**config.mk**
```make
export PLATFORM = sky130hd
export DESIGN_NAME = irq_ctrl_n
export DESIGN_NICKNAME = d
export VERILOG_FILES = /design/src/rtl/irq_ctrl_n.sv
export SDC_FILE = /design/constraint.sdc
export NUM_CORES = 1
export LEC_CHECK = 0
export CAP_MARGIN = 20
export CORE_ASPECT_RATIO = 1.5
export CORE_MARGIN = 8
export CORE_UTILIZATION = 54
export DETAILED_ROUTE_END_ITERATION = 8
export GPL_TIMING_DRIVEN = 1
export MAX_ROUTING_LAYER = met4
export PLACE_DENSITY_LB_ADDON = 0.05
export SYNTH_ARGS = -nofsm -noshare
export SYNTH_HDL_FRONTEND = slang
export SYNTH_SLANG_ARGS = --single-unit
export TNS_END_PERCENT = 5
```
**constraint.sdc**
```tcl
create_clock -name clk -period 2.1 [get_ports clk]
set_input_delay 0.315 -clock clk [delete_from_list [all_inputs] [get_ports clk]]
set_output_delay 0.315 -clock clk [all_outputs]
set_load 0.01 [all_outputs]
```
**src/rtl/irq_ctrl_n.sv**
```systemverilog
// Interrupt controller: per-source edge/level capture, enable mask, W1C ack, overrun, priority ID.
// Latency: event -> Dr at the capturing en edge; IRQ/irqId one en edge later.
// Backpressure: none; all updates are gated by the en clock enable only.
//
// Ports:
//   clk, reset       - single clock, synchronous active-high reset
//   en               - clock enable; registers hold when low
//   src              - raw active-high interrupt sources
//   enWr/modeWr/ackWr- write strobes for enable, mode, and W1C acknowledge (share Dw)
//   Dw               - write data
//   Dr               - pending status (registered)
//   ovr              - sticky overrun flags (registered)
//   IRQ              - registered OR of pending status
//   irqId            - registered index of lowest pending source
module irq_ctrl_n #(
    parameter int                NUM_SRC  = 8,
    parameter int                ID_W     = (NUM_SRC > 1) ? $clog2(NUM_SRC) : 1,
    parameter logic [NUM_SRC-1:0] RST_MASK = '0
) (
    input  logic               clk,
    input  logic               reset,
    input  logic               en,
    input  logic [NUM_SRC-1:0] src,
    input  logic               enWr,
    input  logic               modeWr,
    input  logic               ackWr,
    input  logic [NUM_SRC-1:0] Dw,
    output logic [NUM_SRC-1:0] Dr,
    output logic [NUM_SRC-1:0] ovr,
    output logic               IRQ,
    output logic [ID_W-1:0]    irqId
);

    logic [NUM_SRC-1:0] en_mask_q, en_mask_d;
    logic [NUM_SRC-1:0] mode_q,    mode_d;
    logic [NUM_SRC-1:0] src_q,     src_d;
    logic [NUM_SRC-1:0] status_q,  status_d;
    logic [NUM_SRC-1:0] ovr_q,     ovr_d;
    logic               irq_q,     irq_d;
    logic [ID_W-1:0]    irq_id_q,  irq_id_d;

    logic [NUM_SRC-1:0] event_vec;
    logic [NUM_SRC-1:0] eff_en;
    logic [NUM_SRC-1:0] ack_vec;

    // Level-mode bits pass src straight through; edge-mode bits need a 0->1 against the last sample.
    assign event_vec = (mode_q & src) | (~mode_q & src & ~src_q);

    // A same-cycle enable write takes effect immediately for capture and clearing.
    assign eff_en    = enWr ? Dw : en_mask_q;
    assign ack_vec   = ackWr ? Dw : '0;

    always_comb begin
        en_mask_d = enWr   ? Dw : en_mask_q;
        mode_d    = modeWr ? Dw : mode_q;
        src_d     = src;
        // Set beats ack: an event re-arms status even while being acknowledged.
        status_d  = eff_en & (event_vec | (status_q & ~ack_vec));
        // An ack always clears overrun, including when a new event lands in the same cycle.
        ovr_d     = eff_en & ~ack_vec & (ovr_q | (event_vec & status_q));
        // IRQ/irqId reflect status as it stood before this edge.
        irq_d     = |status_q;
        irq_id_d  = '0;
        for (int i = NUM_SRC - 1; i >= 0; i--) begin
            if (status_q[i]) begin
                irq_id_d = ID_W'(i);
            end
        end
    end

    always_ff @(posedge clk) begin
        if (reset) begin
            en_mask_q <= RST_MASK;
            mode_q    <= '0;
            src_q     <= '0;
            status_q  <= '0;
            ovr_q     <= '0;
            irq_q     <= 1'b0;
            irq_id_q  <= '0;
        end else if (en) begin
            en_mask_q <= en_mask_d;
            mode_q    <= mode_d;
            src_q     <= src_d;
            status_q  <= status_d;
            ovr_q     <= ovr_d;
            irq_q     <= irq_d;
            irq_id_q  <= irq_id_d;
        end
    end

    assign Dr    = status_q;
    assign ovr   = ovr_q;
    assign IRQ   = irq_q;
    assign irqId = irq_id_q;

endmodule

```
[Word level (Yosys, flattened, before mapping)]
Index checks and enable logic that the tools add are counted.
Storage, ports and cells
  register bits: 44
  bits in latches: 0
  RAM bits: 0
  memory bits (read-only): 0
  input port bits: 22
  output and inout bits: 20
  word-level logic and storage cells: 33
  memories: 0
Cells by class
  add/sub/neg operators: 0
  $mul: 0
  div/mod/pow operators: 0
  magnitude comparators: 0
  equality and inequality tests: 0
  shift-type cells: 0
  multiplexer cells: 10
  bitwise gates (word level): 14
  reductions and logical operators: 2
Operators by type and width (count)
  8-bit bitwise AND: 8
  3-bit 2-to-1 mux: 8
  8-bit NOT: 3
  8-bit OR: 3
  8-bit 2-to-1 mux: 2
  8-bit OR reduction: 1
  2-bit AND reduction: 1

[Logic depth before layout (Yosys ltp)]
  word-level depth: 8
  gate-level depth with buffers: 6
  gate-level depth less buffers: 4

[Least setup slack after synthesis]
OpenSTA, ideal clock, no wires.
  path kind: input-to-reg
  from: input en
  to: register irq_id_q[2], in the netlist irqId[2]
  setup time: 67 ps
  data arrival time: 1106 ps
  required time: 2033 ps
  setup slack: 927 ps
  stages: 5
  path buffers: 1
  path through: buf_4 or3b_1 nor3_2 nand2b_1 a21oi_2
RTL lines
  from (decl): line 22  | input logic en,
  to (signal assigned): line 87  | irq_id_q <= irq_id_d;
  to (decl): line 40  | logic [ID_W-1:0] irq_id_q, irq_id_d;

[Final worst setup path]
  from: register status_q[1], in the netlist Dr[1]
  to: output Dr[1]
RTL lines
  from (decl): line 37  | logic [NUM_SRC-1:0] status_q, status_d;
  from (signal assigned): line 84  | status_q <= status_d;
  to (decl): line 28  | output logic [NUM_SRC-1:0] Dr,
No word-level cell between the ends.

==> results.cfg <==
[power_and_ir_drop]
peakVddDrop_uv = 755
p_per_area_nw_per_um2 = 794
power.switching_w = 0.000445
pwr-share-clk_pct = 43.6
seq_power_share_pct = 44.0
combPwrFrac_pct = 12.5
switching_share_pct = 21.8
p_leak_nw = 0.948
intPower_w = 0.00159

[worst_setup_path]
critical_path.max_stage_delay_ps = 600
cpMaxStageDelayCell = clkdlybuf4s50_1
critPathRequiredTime_ps = 1780
cp_top_family = buffers and inverters
crit_type = reg2out
worst-path-buf-inv = 1
cp_data_arrival_time_ps = 1390
path_cells = clkdlybuf4s50_1
cp_max_fo = 6
end_kind = primary output
critPathLaunchType = flip-flop

[yosys]
ys_ff_latch = 44
ys_warn_count = 0
synth_top_family_by_area = simple AND/OR/NAND/NOR gates
netlist_instances = 235
avgSynthCellArea_um2 = 8.31
syn_nets = 257
netlist_area_um2 = 1950
synth_area_leader_cell = dfxtp_1
ys_types = 27
muxShareOfSynthArea_pct = 6.41
synth_compound_area_share_pct = 18.2
synth-xor-area-share_pct = 0
synth_adder_area_share_pct = 0
synth.top_cells.by_area = dfxtp_1 (45%), a21oi_1 (8.5%), nor2_1 (5.6%), nand2_1 (5.0%), mux2i_1 (4.1%)
yosysTopAreaCellShare_pct = 45.1
yosysSeqAreaShare_pct = 45.1
yosys.area_share.simple_pct = 25.3

[floorplan]
die_w_um = 65.1
ios = 42
rows = 27
core_area_um2 = 3580
die_area_um2 = 5830
start_util_pct = 54.5
die_y_um = 89.6

[clocking]
cts_sinks = 44
cts_buffers = 5
hold_buffers = 0
cts_resized = 0
cts_tree = yes
post_cts_buffers = 0
clockBufferDepth = 2
htree_num_levels = 2
clk_pin_slew_ps = 80
cts_root_buf = clkbuf_8
clock_latency_ps = 300

[global_route]
track_usage_pct = 18.3
grt_pass1_vias = 1670
grt_antenna_before_repair = 0
grt_pass1_wl_um = 8090
overflow = 0
grt_start_max_net_pins = 53

[sta]
finalMaxSlewViolations = 0
relSlewSlack_pct = 73.5
rsz0062_at_grt = false
tns_ps = 0
min_period_ps = 1710
finalSetupViolations = 0
finalHoldViolCount = 0
finalCritPeriodShare_pct = 81.4
fin_worst_skew_ps = 4.83
fmax_ghz = 0.585
worst_pin_slew_ps = 396

[final_layout]
n_antenna_cell = 0
final_cell_mix = dfxtp_1 (44), clkdlybuf4s50_1 (41), a21oi_1 (33)
layout_commonest_cell = dfxtp_1
layout-drive-gt1-share_pct = 8.06
final_area_um2 = 2560
area_delta_synth_final_pct = 31.4
fin_nets = 294
final_cells = 316

[routing]
routedWlPerCell_um = 15.3
vias_per_cell = 5.55
first_pass_iters = 4
vias = 1753
drcViolationCount = 0
dr.first_iter.drc_count = 82
ant_nets = 0
drt-total-wl_um = 4840

[job]
max_cap_viol_count = 0

[min_path]
min_path_type = reg2reg

[outcome]
status = finished clean

[place]
gp_congestion = 0.748
port_buffers = 41
place_hpwl_um = 3240
dpl_cell_area_um2 = 2410
dp.cells = 308
-- cell families (layout without fill, tap and decap cells) --
logic type | after synthesis | count (layout)
AO/OA/AOI/OAI | 58 | 58
AND/OR/NAND/NOR | 101 | 101
buffers and inverters | 20 | 58
multiplexers | 12 | 12
flip-flops | 44 | 44
-- per-layer routing --
metal | wire, µm | global-route usage, % | share of wire [%] | vias to the layer above
met4 | 95 | 7.37 | 2.0 | 0
met2 | 2450 | 31.3 | 51 | 45
li1 | - | - | - | 879
met5 | 0 | - | 0 | -
met3 | 241 | 4.47 | 5.0 | 9
met1 | 2050 | 20.0 | 42 | 820
-- worst register-to-register path: stages (launching register included) --
cell and delay [ps]:
dfxtp_1 460, nor2b_1 80, o21a_1 170, o311ai_0 330, a21oi_1 120
-- cell usage after synthesis --
cell type / instances
nor3_2: 5
buf_2: 5
mux2i_1: 8
buf_6: 1
or3b_1: 1
nor2_1: 29
a21oi_2: 1
a21oi_1: 33
o311ai_0: 1
inv_1: 5
a22o_1: 4
buf_1: 2
and2_1: 4
a32oi_1: 4
nand2b_1: 11
o21a_1: 6
dfxtp_1: 44
nand2_1: 26
clkbuf_1: 5
a211oi_1: 5
nor4_1: 2
buf_4: 2
nor3_1: 5
nor2b_1: 6
o21ai_0: 4
nand3_1: 12
mux2_2: 4
-- power by group through the flow --
stage	clock network, W	logic (W)	registers, W
global route	0.000933	0.000278	0.000901
global placement	0	0.000249	0.000914
floorplan	0	0.000144	0.000914
finish	0.000887	0.000254	0.000895
detailed placement	0	0.000252	0.000915
CTS	0.000900	0.000255	0.000896
-- layout make-up --
type	instances	area [µm²]
clock buffers	5	68.8
repair buffers	45	478
clock inverters	3	90.1
multi-input cells	171	975
fillers	322	1020
flip-flops and latches	44	881
inverters	5	18.8
well taps	43	53.8
-- registers in the layout, indices dropped and copies added, names as in the netlist --
signal and flops:
Dr 8, en_mask_q 8, IRQ 1, src_q 8, ovr 8, irqId 3
mode_q 8
-- final timing paths --
path	start	end	slack (ps)	cells past startpoint
setup / recovery	Dr[1]	Dr[1]	390	1
setup reg to reg	Dr[6]	irqId[0]	830	4
hold / removal	mode_q[5]	mode_q[5]	460	2
hold reg to reg	mode_q[5]	mode_q[5]	460	2
-- metrics by stage --
step	util, %	total power (W)	hold slack [ps]	setup slack, ps
floorplan	-	0.00106	436	927
global placement	67.2	0.00116	441	308
detailed placement	67.2	0.00117	446	294
CTS	71.6	0.00205	458	363
global route	71.6	0.00211	471	311
finish	71.6	0.00204	457	391
No activity file was read; power rests on OpenSTA's default activity.
==> RTL change 1, RTL diff (same flow settings) <==
Change the parameter `NUM_SRC` from 8 to 16.
--- a/src/rtl/irq_ctrl_n.sv
+++ b/src/rtl/irq_ctrl_n.sv
@@ -14,5 +14,5 @@
 //   irqId            - registered index of lowest pending source
 module irq_ctrl_n #(
-    parameter int                NUM_SRC  = 8,
+    parameter int                NUM_SRC  = 16,
     parameter int                ID_W     = (NUM_SRC > 1) ? $clog2(NUM_SRC) : 1,
     parameter logic [NUM_SRC-1:0] RST_MASK = '0
Ports: changed (5 resized); port bits go from 42 to 75. No check against the original RTL was run, so the function may have changed too.
==> RTL change 1 against the unedited design <==
- fmax fell by 2.7%
- critical endpoint is now Dr[9]
- largest power group unchanged
- setup slack worse by 0.047 ns
- routed wire length rose by 85%
- synthesized area rose by 89%
- cell area up 81%
- sequential cell count rose by 41
- register-to-register slack got worse by 0.19 ns
- power grew 57%
==> RTL change 1: results (changes against the unedited design) <==
stage	metric	value	unit	change
outcome	outcome	finished, final reports clean		unchanged
pwr	p_leak	1.711	nW	was 0.9475 nW
synth	yosysUniqueCellTypes	35		was 27
setup_path	worst_ep_arrival_time	1.44	ns	was 1.39 ns
pwr	ir_drop	0.0004308	V	was 0.0007545 V
setup_path	rrSetupSlack	0.64	ns	was 0.83 ns
placed_design	post_dp_cell_area	0.004489	mm^2	was 0.002406 mm^2
global_routing	met2_usage	29.25	%	was 31.31%
clock_network	insertion_delay	0.35	ns	was 0.30 ns
detailed_routing	vias	3286		was 1753
cells_and_area	fin_nets	548		was 294
setup_path	r2r-start	Dr[2]		was Dr[6]
synth	synth_area_leaders	dfxtp_1, a21oi_1, nand2_1, nor2_1, a32oi_1		was dfxtp_1, a21oi_1, nor2_1, nand2_1, mux2i_1
synth	synth_common_cells	dfxtp_1, nand2_1, nor2_1		was dfxtp_1, a21oi_1, nor2_1
synth	synth_nets	481		was 257
placed_design	portBuffers	74		was 41
sta	hold_ws	0.3697	ns	was 0.4571 ns
hold_path	hp-class	input pin to register		was register to register
placed_design	globalplace.congestion	0.7724		was 0.7481
sta	slew_headroom	52.57	%	was 73.52%
setup_path	cp_max_fo	7		was 6
detailed_routing	routed_wl	8921	um	was 4835 um
synth	ys_seq_area_share	46.01	%	was 45.13%
clock_network	htreeDepth	3		was 2
global_routing	grt_pass1_wl	15060	um	was 8086 um
hold_path	worstHoldEndpoint	en_mask_q[2]		was mode_q[5]
global_routing	grt_max_degree	38		was 53
detailed_routing	dr.first_iter.drc_count	224		was 82
-- RTL change 1: changes by cell type in the layout (fill, tap and decap cells not counted), sizes merged, moves of 12 or more --
cell,delta
nand2,+42
dfxtp,+41
clkdlybuf4s50,+31
nor2,+27
a21oi,+17
nor2b,+14
and2,+13
o21ai,+13
a32oi,+12
nand3,-12
-- RTL change 1: area by class of cell --
cell class / instances / area, um^2
Clock buffer: 13 / 148.9
Clock inverter: 2 / 10.01
Fill cell: 559 / 2111
Inverter: 2 / 7.507
Multi-Input combinational cell: 329 / 1847
Sequential cell: 85 / 1702
Tap cell: 78 / 97.59
Timing Repair Buffer: 83 / 835.8
-- RTL change 1: metrics by stage --
stage | power [mW] | std cells | util, %
6_report | 3.194 | 592 | 68.77
5_1_grt | 3.351 | 592 | 68.77
4_1_cts | 3.217 | 592 | 68.77
3_5_place_dp | 2.255 | 577 | 66.42
3_3_place_gp | 2.244 | 577 | 66.42
2_1_floorplan | 2.056 | 443 | -
-- RTL change 1: logic make-up after synthesis --
kind of cell	count (synthesis)	synth area share, %
flops	85	46.01
simple gates	204	27.00
compound gates	109	18.30
buf+inv	29	4.059
mux	16	4.635
-- RTL change 1: power by group --
| part | switching [mW] | total [mW] | leakage, nW | internal, mW |
|---|---|---|---|---|
| clock network | 0.522 | 0.976 | 0.0833 | 0.453 |
| registers | 0.0543 | 1.74 | 0.695 | 1.69 |
| logic | 0.245 | 0.478 | 0.932 | 0.233 |
-- RTL change 1: how the worst max path moves through the flow --
stage / from / end / slack, ns / cells past startpoint
floorplan: enWr / ovr[2] / 0.81 / 6
global placement: enWr / ovr[15] / 0.27 / 6
detailed placement: enWr / ovr[7] / 0.23 / 6
CTS: Dr[9] / Dr[9] / 0.34 / 1
global route: Dr[5] / Dr[5] / 0.30 / 1
finish: Dr[9] / Dr[9] / 0.34 / 1
-- RTL change 1: layer usage --
metal,vias up,part of all wire [%]
li1,1673,-
met2,86,48
met3,12,5.1
met1,1515,45
met5,-,0
met4,0,1.6
==> RTL change 2, RTL diff (same flow settings) <==
Without the edit above. Register the input `modeWr` before use, without a reset. The logic sees it one clock later. The other inputs are not delayed to match.
--- a/src/rtl/irq_ctrl_n.sv
+++ b/src/rtl/irq_ctrl_n.sv
@@ -32,4 +32,10 @@
 );
 
+    logic modeWr_q;
+
+    always_ff @(posedge clk) begin
+        modeWr_q <= modeWr;
+    end
+
     logic [NUM_SRC-1:0] en_mask_q, en_mask_d;
     logic [NUM_SRC-1:0] mode_q,    mode_d;
@@ -53,5 +59,5 @@
     always_comb begin
         en_mask_d = enWr   ? Dw : en_mask_q;
-        mode_d    = modeWr ? Dw : mode_q;
+        mode_d    = modeWr_q ? Dw : mode_q;
         src_d     = src;
         // Set beats ack: an event re-arms status even while being acknowledged.
Formal check against the unedited RTL: not equivalent (Yosys sat finds a counterexample within 4 cycles, from zero or initial values and one cycle with reset high).
==> RTL change 2 against the unedited design <==
- sequential share of layout area grew 0.61 points
- non-clock buffer count grew 3
- highest routed layer unchanged
- power down 9.3%
- sequential cell count is 1 higher
- global-route usage decreased by 1.4 points
- critical path depth did not move
- clock skew shrank 0.0029 ns
- first-iteration DRC count down 7.3%
- cell area rose by 0.49%
- largest power group unchanged
- fmax rose by 1.9%
- synthesized area increased by 1.0%
- setup slack gained 0.031 ns
- routed wire length decreased by 1.7%
==> RTL change 2: results (changes against the unedited design) <==
stage	metric	value	unit	change
outcome	outcome	finished, final reports clean		unchanged
sta	slew_headroom	77.42	%	was 73.52%
pwr	p_leak	0.9557	nW	was 0.9475 nW
pwr	total_power	1.848	mW	was 2.037 mW
cells_and_area	drive_gt1_share	8.664	%	was 8.059%
pwr	p_sw	0.4370	mW	was 0.4445 mW
placed_design	post_dp_cell_area	0.002461	mm^2	was 0.002406 mm^2
sta	fin_skew	0.001942	ns	was 0.004829 ns
detailed_routing	routed_wl	4752	um	was 4835 um
synth	synth_area_leaders	dfxtp_1, a21oi_1, nor2_1, nand2_1, mux2i_1		unchanged
global_routing	grt_pass1_vias	1686		was 1670
setup_path	worst_ep_arrival_time	1.36	ns	was 1.39 ns
cells_and_area	finalNonFillerCells	320		was 316
detailed_routing	dr.first_iter.drc_count	76		was 82
synth	syn_avg_cell_area	8.355	um^2	was 8.306 um^2
placed_design	place_ws	0.2601	ns	was 0.2941 ns
synth	ys_seq_area_share	45.69	%	was 45.13%
hold_path	worstHoldEndpoint	en_mask_q[2]		was mode_q[5]
synth	synth_common_cells	dfxtp_1, a21oi_1, nor2_1		unchanged
sta	setup_ws	0.4218	ns	was 0.3907 ns
synth	synth_nets	258		was 257
pwr	pwr-share-seq	49.7	%	was 44.0%
placed_design	globalplace.congestion	0.7765		was 0.7481
placed_design	place_inst	312		was 308
detailed_routing	vias_per_cell	5.478		was 5.547
global_routing	grt_usage	16.93	%	was 18.29%
global_routing	grt_max_degree	49		was 53
[RTL change 2: worst max path at each step]
stage / depth (start not counted) / startpoint / to
final: 1 / Dr[6] / Dr[6]
after global routing: 1 / Dr[6] / Dr[6]
after CTS: 1 / Dr[0] / Dr[0]
after global placement: 6 / en / ovr[3]
after detailed placement: 6 / en / irqId[2]
after floorplan: 5 / en / irqId[2]
[RTL change 2: area by class of cell]
cell class,instances,area [um^2]
fillers,315,1003
multi-input cells,171,974.7
flip-flops and latches,45,900.9
repair buffers,48,513.0
clock buffers,7,86.33
well taps,43,53.80
clock inverters,1,30.03
inverters,5,18.77
[RTL change 2: routing by layer]
metal  track usage, %  vias to the layer above  share of wire (%)
met3            4.224                        9                3.7
met5                -                        -                  0
met1            18.50                      818                 42
met4            5.850                        0                2.3
li1                 -                      890                  -
met2            28.61                       36                 52
[RTL change 2: cells by family after synthesis]
family / synth area share [%]
muxes: 6.345
and+or+nand+nor: 25.06
DFF: 45.69
AOI/OAI and AO/OA: 18.02
buffers and inverters: 4.886
